==> src/rtl/control_sequencer.sv <==
// Microcoded control sequencer for the shared 16-bit datapath bus.
// Optional HALT opcode support is enabled by defining CU_HALT_EN.
module control_sequencer (
    input  logic        clk,
    input  logic        rst,
    input  logic [15:0] instr,
    input  logic        instrValid,
    output logic        instrReady,
    output logic        done,
    output logic        halted,
    output logic [2:0]  opControl,
    output logic        ALUin0,
    output logic        ALUin1,
    output logic        ALUOutLatch,
    output logic        ALUOutEn,
    output logic        PCOutEn,
    output logic [3:0]  regLatch,
    output logic [3:0]  regOut,
    output logic [3:0]  dbg_state
);

    localparam logic [3:0] S_IDLE  = 4'd0;
    localparam logic [3:0] S_ALU_A = 4'd1;
    localparam logic [3:0] S_ALU_B = 4'd2;
    localparam logic [3:0] S_ALU_X = 4'd3;
    localparam logic [3:0] S_ALU_W = 4'd4;
    localparam logic [3:0] S_MOV   = 4'd5;
    localparam logic [3:0] S_PCRD  = 4'd6;
    localparam logic [3:0] S_NOP   = 4'd7;
`ifdef CU_HALT_EN
    localparam logic [3:0] S_HALT  = 4'd8;
`endif

    logic [3:0] state, state_nxt;
    logic [1:0] rd_q, rs1_q, rs2_q;
    logic [1:0] rd_nxt, rs1_nxt, rs2_nxt;
    logic [3:0] opcode;
    logic       accept;
    logic       instr_unused;

    assign opcode       = instr[15:12];
    assign accept       = instrValid && instrReady;
    assign instr_unused = ^instr[5:0];
    assign dbg_state    = state;

    always_comb begin
        state_nxt = state;
        rd_nxt    = rd_q;
        rs1_nxt   = rs1_q;
        rs2_nxt   = rs2_q;
        case (state)
            S_IDLE: begin
                if (accept) begin
                    rd_nxt  = instr[11:10];
                    rs1_nxt = instr[9:8];
                    rs2_nxt = instr[7:6];
                    if (!opcode[3])          state_nxt = S_ALU_A;
                    else if (opcode == 4'h8) state_nxt = S_MOV;
                    else if (opcode == 4'h9) state_nxt = S_PCRD;
`ifdef CU_HALT_EN
                    else if (opcode == 4'hF) state_nxt = S_HALT;
`endif
                    else                     state_nxt = S_NOP;
                end
            end
            S_ALU_A: state_nxt = S_ALU_B;
            S_ALU_B: state_nxt = S_ALU_X;
            S_ALU_X: state_nxt = S_ALU_W;
            S_ALU_W: state_nxt = S_IDLE;
            S_MOV:   state_nxt = S_IDLE;
            S_PCRD:  state_nxt = S_IDLE;
            S_NOP:   state_nxt = S_IDLE;
`ifdef CU_HALT_EN
            S_HALT:  state_nxt = S_HALT;
`endif
            default: state_nxt = S_IDLE;
        endcase
    end

    // Strobes are decoded from the upcoming state so every output is a flop.
    logic       done_nxt, a0_nxt, a1_nxt, xl_nxt, ae_nxt, pe_nxt;
    logic [3:0] rl_nxt, ro_nxt;

    always_comb begin
        done_nxt = 1'b0;
        a0_nxt   = 1'b0;
        a1_nxt   = 1'b0;
        xl_nxt   = 1'b0;
        ae_nxt   = 1'b0;
        pe_nxt   = 1'b0;
        rl_nxt   = 4'b0000;
        ro_nxt   = 4'b0000;
        case (state_nxt)
            S_ALU_A: begin
                ro_nxt = 4'b0001 << rs1_nxt;
                a0_nxt = 1'b1;
            end
            S_ALU_B: begin
                ro_nxt = 4'b0001 << rs2_nxt;
                a1_nxt = 1'b1;
            end
            S_ALU_X: xl_nxt = 1'b1;
            S_ALU_W: begin
                ae_nxt   = 1'b1;
                rl_nxt   = 4'b0001 << rd_nxt;
                done_nxt = 1'b1;
            end
            S_MOV: begin
                ro_nxt   = 4'b0001 << rs1_nxt;
                rl_nxt   = 4'b0001 << rd_nxt;
                done_nxt = 1'b1;
            end
            S_PCRD: begin
                pe_nxt   = 1'b1;
                rl_nxt   = 4'b0001 << rd_nxt;
                done_nxt = 1'b1;
            end
            S_NOP:   done_nxt = 1'b1;
            default: done_nxt = 1'b0;
        endcase
    end

    always_ff @(posedge clk or posedge rst) begin
        if (rst) begin
            state       <= S_IDLE;
            rd_q        <= 2'd0;
            rs1_q       <= 2'd0;
            rs2_q       <= 2'd0;
            instrReady  <= 1'b1;
            done        <= 1'b0;
            halted      <= 1'b0;
            opControl   <= 3'd0;
            ALUin0      <= 1'b0;
            ALUin1      <= 1'b0;
            ALUOutLatch <= 1'b0;
            ALUOutEn    <= 1'b0;
            PCOutEn     <= 1'b0;
            regLatch    <= 4'b0000;
            regOut      <= 4'b0000;
        end else begin
            state       <= state_nxt;
            rd_q        <= rd_nxt;
            rs1_q       <= rs1_nxt;
            rs2_q       <= rs2_nxt;
            instrReady  <= (state_nxt == S_IDLE);
            done        <= done_nxt;
`ifdef CU_HALT_EN
            halted      <= (state_nxt == S_HALT);
`else
            halted      <= 1'b0;
`endif
            if (accept && !opcode[3])
                opControl <= opcode[2:0];
            ALUin0      <= a0_nxt;
            ALUin1      <= a1_nxt;
            ALUOutLatch <= xl_nxt;
            ALUOutEn    <= ae_nxt;
            PCOutEn     <= pe_nxt;
            regLatch    <= rl_nxt;
            regOut      <= ro_nxt;
        end
    end

endmodule

==> config.mk <==
export PLATFORM = sky130hd
export DESIGN_NAME = control_sequencer
export DESIGN_NICKNAME = d
export VERILOG_FILES = /design/src/rtl/control_sequencer.sv
export SDC_FILE = /design/constraint.sdc
export NUM_CORES = 1
export LEC_CHECK = 0
export ABC_AREA = 1
export CELL_PAD_IN_SITES_DETAIL_PLACEMENT = 0
export CELL_PAD_IN_SITES_GLOBAL_PLACEMENT = 1
export CORE_UTILIZATION = 34
export CTS_BUF_LIST = sky130_fd_sc_hd__clkbuf_2
export DETAILED_ROUTE_END_ITERATION = 8
export HOLD_SLACK_MARGIN = 0.03
export PLACE_DENSITY_LB_ADDON = 0.3
export SYNTH_ARGS = -nofsm -noshare
export SYNTH_HDL_FRONTEND = slang
export SYNTH_SLANG_ARGS = --single-unit
==> constraint.sdc <==
create_clock -name clk -period 1.8 [get_ports clk]
set_input_delay 0.54 -clock clk [delete_from_list [all_inputs] [get_ports clk]]
set_output_delay 0.54 -clock clk [all_outputs]
set_load 0.05 [all_outputs]
**Word level (Yosys, flattened, before mapping)**

Index checks and enable logic that the tools add are counted.
Widths: inputs -> output; s select.

- Input bits: 19
- Output and inout bits: 23
- Bits in registers: 28
- Word-level logic and storage cells: 56

- Shift-type cells: 3
- Eq/ne operators: 12
- Reduce and logical (&&, ||, !) cells: 8
- Multiplexer cells: 19

Operators by type and width:

| cell | number |
|---|---|
| $eq 4x2->1 const B | 4 |
| $eq 4x3->1 const B | 4 |
| $pmux 4 s4 | 1 |
| $mux 2 | 7 |
| $shl 1x2->4 const A | 3 |
| $eq 4x1->1 const B | 2 |
| $eq 4x4->1 const B | 2 |
| $logic_not 4->1 | 2 |
| $mux 4 | 2 |
| $pmux 4 s2 | 1 |
| $mux 1 | 7 |
| $reduce_or 4->1 | 1 |
| $mux 3 | 1 |
| $reduce_or 3->1 | 1 |
| $logic_and 1x1->1 | 2 |
| $reduce_or 2->1 | 1 |
| $logic_not 1->1 | 1 |

**Logic depth before layout (Yosys ltp)**

Gate-level depths: netlist of the first run.

- Word-level depth: 9
- Mapped depth: 10
- Depth with buffers taken out: 10

**Worst setup path before layout of the first run**

OpenSTA, ideal clock, no wires.

- Kind: register to register
- Start: register instrReady
- End: register regLatch[1]
- Slack: 0.043 ns
- Library setup time: 0.132 ns
- Data required time: 1.668 ns
- Clock period less this slack: 1.757 ns
- Buffers on the path: 1
- Arrival time: 1.625 ns
- Stages on the path, launching flop included: 10
- Cell sequence: dfstp_2 -> nand2_1 -> inv_1 -> nand3_2 -> buf_6 -> or2_0 -> o21ai_2 -> inv_1 -> nand2_1 -> a21oi_1

- Elaborated cells between the ends (all ways): 11
- Those cells by class: eq/ne (3); shift (1); mux (5); reduce/logical (2)

RTL lines:

| what | line | RTL |
|---|---|---|
| start, declared | 8 | `output logic instrReady,` |
| start signal, assigned | 145 | `instrReady <= (state_nxt == S_IDLE);` |
| $logic_and 1x1->1 | 42 | `assign accept = instrValid && instrReady;` |
| $mux 2 | 53 | `if (accept) begin` |
| $mux 2 | 51 | `case (state)` |
| net rd_nxt[0] | 36 | `logic [1:0] rd_nxt, rs1_nxt, rs2_nxt;` |
| $shl 1x2->4 | 105, 110, 115 |  |
| $mux 4 | n/a |  |
| net rl_nxt[1] | 82 | `logic [3:0] rl_nxt, ro_nxt;` |
| end signal, assigned | 159 | `regLatch <= rl_nxt;` |
| end, declared | 17 | `output logic [3:0] regLatch,` |

The timed path passes the listed nets, and every way through them passes these cells.
A chain may end at the register's enable or synchronous reset.

**Final worst setup path of the first run**

- Start: input port instrValid
- End: register regOut[3]

- Elaborated cells between the ends (all ways): 14
- Those cells by class: eq/ne (3); shift (2); mux (7); reduce/logical (2)

RTL lines:

| what | line | RTL |
|---|---|---|
| start, declared | 7 | `input logic instrValid,` |
| $logic_and 1x1->1 | 42 |  |
| $mux 2 | 53 |  |
| $mux 2 | 51 |  |
| net rs2_nxt[1] | 36 |  |
| $shl 1x2->4 | 99 | `ro_nxt = 4'b0001 << rs2_nxt;` |
| $pmux 4 s2 | 93 | `case (state_nxt)` |
| net ro_nxt[3] | 82 |  |
| end signal, assigned | 160 | `regOut <= ro_nxt;` |
| end, declared | 18 | `output logic [3:0] regOut,` |

The timed path passes the listed nets, and every way through them passes these cells.

==> results of run 1 <==
-- worst min-delay path by stage --
| stage | startpoint | slack (ps) | end |
|---|---|---|---|
| 2_1_floorplan | rs2_q[1] | 460 | rs2_q[1] |
| 3_3_place_gp | opControl[2] | 470 | opControl[2] |
| 3_5_place_dp | rs2_q[1] | 480 | rs2_q[1] |
| 4_1_cts | rst | 510 | opControl[0] |
| 5_1_grt | rst | 530 | opControl[0] |
| 6_report | rst | 490 | regLatch[2] |
-- registers in the layout, summed over array words and instances, names as in the netlist, 2 cells and up --
signal     count
rs2_q          2
regLatch       4
rs1_q          2
regOut         4
opControl      3
rd_q           2
dbg_state      4
-- per-layer routing --
layer  track usage, %  up-vias  share of wire (%)
met5                0        -                  0
met4             6.03        0               0.63
met3             2.52        2                3.6
met2             26.7       18                 55
met1             14.5      436                 41
li1                 -      493                  -
-- where the power goes --
group | switching (mW) | internal (mW)
registers | 0.107 | 0.813
clock network | 0.176 | 0.0483
logic | 0.836 | 0.533
total | 1.12 | 1.39
-- stage by stage --
stage | instance area [µm²] | hold slack, ps | std cells
after detailed placement | 1720 | 476 | 223
after CTS | 1740 | 507 | 227
final | 1740 | 493 | 227
after global routing | 1740 | 534 | 227
after global placement | 1720 | 473 | 223
after floorplan | 1210 | 455 | 130
-- synthesized netlist by cell type (2+ instances only) --
cell,number
nand2_1,37
dfrtp_1,27
inv_1,18
nor2_1,12
nand3_1,5
a21oi_1,4
o21ai_0,3
o21ai_2,3
nor2_2,2
nor3_1,2
o21bai_4,2
or2_0,2
-- cell type report --
type	instances	area (µm²)
Timing Repair Buffer	49	473
Fill cell	358	1630
Sequential cell	28	702
Clock buffer	3	15.0
Tap cell	46	57.6
Clock inverter	1	3.75
Inverter	19	71.3
Multi-Input combinational cell	81	414
-- kinds of logic (layout without fill, tap and decap cells) --
logic type / after synthesis / after routing / share of synthesized area [%]
flip-flops: 28 / 28 / 58.4
multiplexers: 1 / 1 / 0.936
AO/OA/AOI/OAI: 15 / 15 / 10.3
other: 1 / 2 / 0.312
AND/OR/NAND/NOR: 63 / 63 / 22.6
buffers and inverters: 21 / 72 / 7.49
-- worst max-delay path, stage by stage --
cell and delay, ps:
clkdlybuf4s50_1 460, nand2_1 70, inv_1 90, nand3_2 140, buf_4 200, o21ai_2 150, inv_1 60, nand2_1 60
nand3_1 90, nor2_1 100
==> out/qor.yml, run 1 <==
outcome: "completed"
grt_pass1_wl_mm: 3.73
netlist_area_um2: 1200
hold_violations: 0
setup_viol: 0
clk_latency_ps: 350
rr_endpoint: "regOut[3]"
synth_area_leaders: "dfrtp_1 (56%), nand2_1 (12%), inv_1 (5.6%), nor2_1 (3.7%), o21bai_4 (3.1%)"
preCtsSetupSlack_ps: -273
drive_gt1_share_pct: 29.8
start_util_pct: 35.8
cp-startpoint: "instrValid"
r2r_slack_ps: 150
synth_edf_count: 0
syn_avg_cell_area_um2: 9.32
r2r_start: "instrReady"
worstRegToRegCells: 9
cts_buffers: 3
synth_top_cell_by_area: "dfrtp_1"
synthFlopType: "dfrtp_1"
yosys_warnings: 0
dp_hpwl_mm: 1.89
path_max_fanout: 5
clk_pin_slew_ps: 260
crit_arrival_ps: 1960
hold_buffers: 0
syn2layout_area_growth_pct: 44.4
drt_iter0_drc: 24
fin_crit_sh_pct: 92.8
skew_ps: 21.0
cts_tree: "built"
diodes: 0
utilization_pct: 51.6
powerDensity_nw_per_um2: 1450
yosysSeqAreaShare_pct: 58.4
finalWirelength_mm: 2.36
fmax_ghz: 0.599
clock_tree.buffer_depth: 2
grt_pass1_vias: 897
grtUsageTotal_pct: 13.8
clockRootBuffer: "clkbuf_2"
wl_per_cell_um: 10.4
cts_sinks: 28
rows: 21
cts.htree.levels: 1
cts_setup_buffers: 0
syn_inst: 129
ios: 42
final_common_cell: "nand2_1"
p_total_mw: 2.51
ys_ff_latch: 28
min_period_ps: 1670
crit_path_start_kind: "input port"
fin_nets: 201
fin_tns_setup_ps: 0
cap_violations: 0
min_path_type: "in2async"
die_area_um2: 3780
crit_required_ps: 2090
gp_congestion: 0.746
dieHeight_um: 61.5
drtPass1Iterations: 4
cts_resized: 0
antenna_found_initial: 0
layout_common_cells: "nand2_1 (37), buf_4 (31), dfrtp_1 (27)"
drt_drc_violations_left: 0
async_reset_ff_share_pct: 100
core-area_um2: 3360
crit_path_end: "regOut[3]"
setup_slack_ps: 129
grt_overflow: 0
synth_cell_types: 24
critPathKind: "in2reg"
grt_max_degree: 29
vias_per_cell: 4.18
end_kind: "flop"
ant_nets: 0
fp.dieW_um: 61.5
io_buffers: 34
leakagePower_nw: 0.907
peakVddDrop_mv: 0.642
synth.top_cell.area_share_pct: 56.2
grt_setup_unrepaired: "no"
maxSlewViolCount: 0
vias: 949
Note: power is estimated with default switching activity, not from simulation.
==> run 2: changes to the inputs <==
- CORE_ASPECT_RATIO: not set -> 0.6
- CORE_UTILIZATION: 34 -> 30
- PLACE_DENSITY_LB_ADDON: 0.3 -> 0.05
- clock period: 1.8 -> 1.4 ns (I/O delays scaled with it)
==> run 2 against run 1 <==
Compared with the run above: the run now ends with setup timing left; combinational power up 100%; wire length up 37%; sequential power up 36%; largest cell class is now non-clock buffers.
==> out/qor.yml, run 2 (synthesis results as in run 1) <==
outcome: "finished with violations"  # was completed
failed_checks: "setup timing"
min_period_ps: 1620
fin_cells: 251  # was 227
placed_cells: 236  # was 223
m1WireLength_mm: 1.53  # was 971 µm
fmax_ghz: 0.618
slowest_delay_ps: 620  # was 460 ps
cts_tree: "built"  # unchanged
end_kind: "output pin"  # was flop
hold_buffers: 0  # unchanged
placed_area_um2: 2050  # was 1720 µm²
wl_per_cell_um: 12.9  # was 10.4 µm
cts_sinks: 28  # unchanged
fin_crit_sh_pct: 116
grt_max_degree: 29  # unchanged
gp_congestion: 0.731  # was 0.746
clock_tree.buffer_depth: 2  # unchanged
clk_pin_slew_ps: 280  # was 260 ps
setup_slack_ps: -218  # was 129 ps
preCtsSetupSlack_ps: -548  # was -273 ps
vias_per_cell: 4.39  # was 4.18
grt_overflow: 0  # unchanged
clk_latency_ps: 380  # was 350 ps
drt_iter0_drc: 44  # was 24
met3_length_um: 164  # was 86 µm
ios: 42  # unchanged
core-area_um2: 3740  # was 3360 µm²
cap_violations: 0  # unchanged
peakVddDrop_mv: 0.991  # was 0.642 mV
antenna_found_initial: 0  # unchanged
cp_top_family: "flip-flops"  # was buffers and inverters
worstPathCellList: "buf_6 > buf_12"  # was clkdlybuf4s50_1 > nand2_1 > inv_1 > nand3_2 > buf_4 > o21ai_2 > inv_1 > nand2_1 > nand3_1 > nor2_1
dp_hpwl_mm: 2.18  # was 1.89 mm
slowest_stage: "dfstp_2"  # was clkdlybuf4s50_1
start_util_pct: 32.1  # was 35.8%
met2_length_mm: 1.53  # was 1.29 mm
drtPass1Iterations: 5  # was 4
setup_viol: 32  # was 0
powerDensity_nw_per_um2: 1820  # was 1450 nW/µm²
skew_ps: 28.0  # was 21.0 ps
vias: 1102  # was 949
rows: 17  # was 21
finalWirelength_mm: 3.23  # was 2.36 mm
diodes: 0  # unchanged
ant_nets: 0  # unchanged
fp.dieW_um: 83.7  # was 61.5 µm
fillers: 288  # was 358
drt_drc_violations_left: 0  # unchanged
fin_nets: 224  # was 201
die_area_um2: 4270  # was 3780 µm²
io_buffers: 34  # unchanged
dieHeight_um: 51.0  # was 61.5 µm
fin_tns_setup_ps: -2530  # was 0 ps
grt_pass1_vias: 969  # was 897
path_max_fanout: 2  # was 5
grtUsageTotal_pct: 14.5  # was 13.8%
top_layer_used: "met4"  # unchanged
final_area_um2: 2370  # was 1740 µm²
crit_required_ps: 980  # was 2090 ps
crit_path_start_kind: "flop"  # was input port
maxSlewViolCount: 0  # unchanged
clockRootBuffer: "clkbuf_2"  # unchanged
critPathKind: "reg2out"  # was in2reg
grt_pass1_wl_mm: 4.66  # was 3.73 mm
cts_buffers: 3  # unchanged
drive_gt1_share_pct: 54.9  # was 29.8%
min_path_type: "in2async"  # unchanged
hold_violations: 0  # unchanged
layout_common_cells: "dfrtp_1 (24), buf_12 (24), nand2_1 (22)"  # was nand2_1 (37), buf_4 (31), dfrtp_1 (27)
path_buf_inv: 2  # was 4
grt_setup_unrepaired: "yes"  # was no
leakagePower_nw: 1.13  # was 0.907 nW
syn2layout_area_growth_pct: 97.5  # was 44.4%
cts.htree.levels: 1  # unchanged
crit_arrival_ps: 1200  # was 1960 ps
==> run 2: cell types whose count changed in the layout (fill, tap and decap cells not counted), sizes merged <==
cell and change:
buf +22, clkbuf +1, clkinv -1, nand3 +1
==> run 2: path summary, 6_finish.rpt <==
path                                   start      endpoint  slack, ps  depth (start not counted)
max in group asynchronous                rst    instrReady        810                          3
worst max register to register  dbg_state[0]     regOut[3]       -170                         10
min in group clk                    rs2_q[1]      rs2_q[1]        560                          2
worst min-delay path                     rst  opControl[2]        310                          3
worst max-delay path              instrReady    instrReady       -220                          2
worst min register to register      rs2_q[1]      rs2_q[1]        560                          2
==> run 2: per-stage QoR <==
step / utilization (%) / hold WS (ps) / total power [mW]
final: 63.4 / 313 / 4.33
after global routing: 63.4 / 304 / 4.54
after floorplan: - / 455 / 2.32
after CTS: 57.1 / 332 / 3.90
after detailed placement: 54.7 / 496 / 3.47
after global placement: 54.7 / 469 / 3.44
==> run 2: repair_timing <==
item                       4_1_cts  5_1_grt
resized for setup               12       47
pin swaps                        2       17
setup buffers                    3        7
cloned                           0        1
setup endpoints to repair       35       38
==> run 2: final cells by class <==
cell class                 count  area [µm²]  share of cell area (%)
timing repair buffer          71         931                    39.2
tap                           47        58.8                    2.48
clock buffer                   4        20.0                   0.843
sequential                    28         706                    29.7
inverter                      19        76.3                    3.21
multi-input combinational     82         583                    24.6
==> run 2: power by group <==
group,leakage (nW),switching (mW),total [mW],internal (mW)
logic,0.758,1.41,2.77,1.36
registers,0.359,0.195,1.25,1.05
clock network,0.0166,0.242,0.318,0.0753
total,1.13,1.85,4.33,2.48
==> run 2: worst reg2reg max path, stage by stage, from the launching register on <==
cell and delay, ps:
dfrtp_2 500, nor2_4 220, nand2_2 100, nor2_4 150
buf_12 130, buf_6 90, nand2_1 40, nand2_1 70
nand3_1 90, nand3_2 80, nor2_1 50
==> run 2: routing by layer <==
layer  up-vias  track usage (%)
li1        550                -
met1       523             20.2
met2        27             22.2
met3         2             4.85
met4         0             2.54
met5         -                0
==> run 3: changes to the inputs <==
- SLEW_MARGIN: not set -> 40
==> results of run 3 <==
No change in the layout: final DEF, timing and power equal those of run 2.
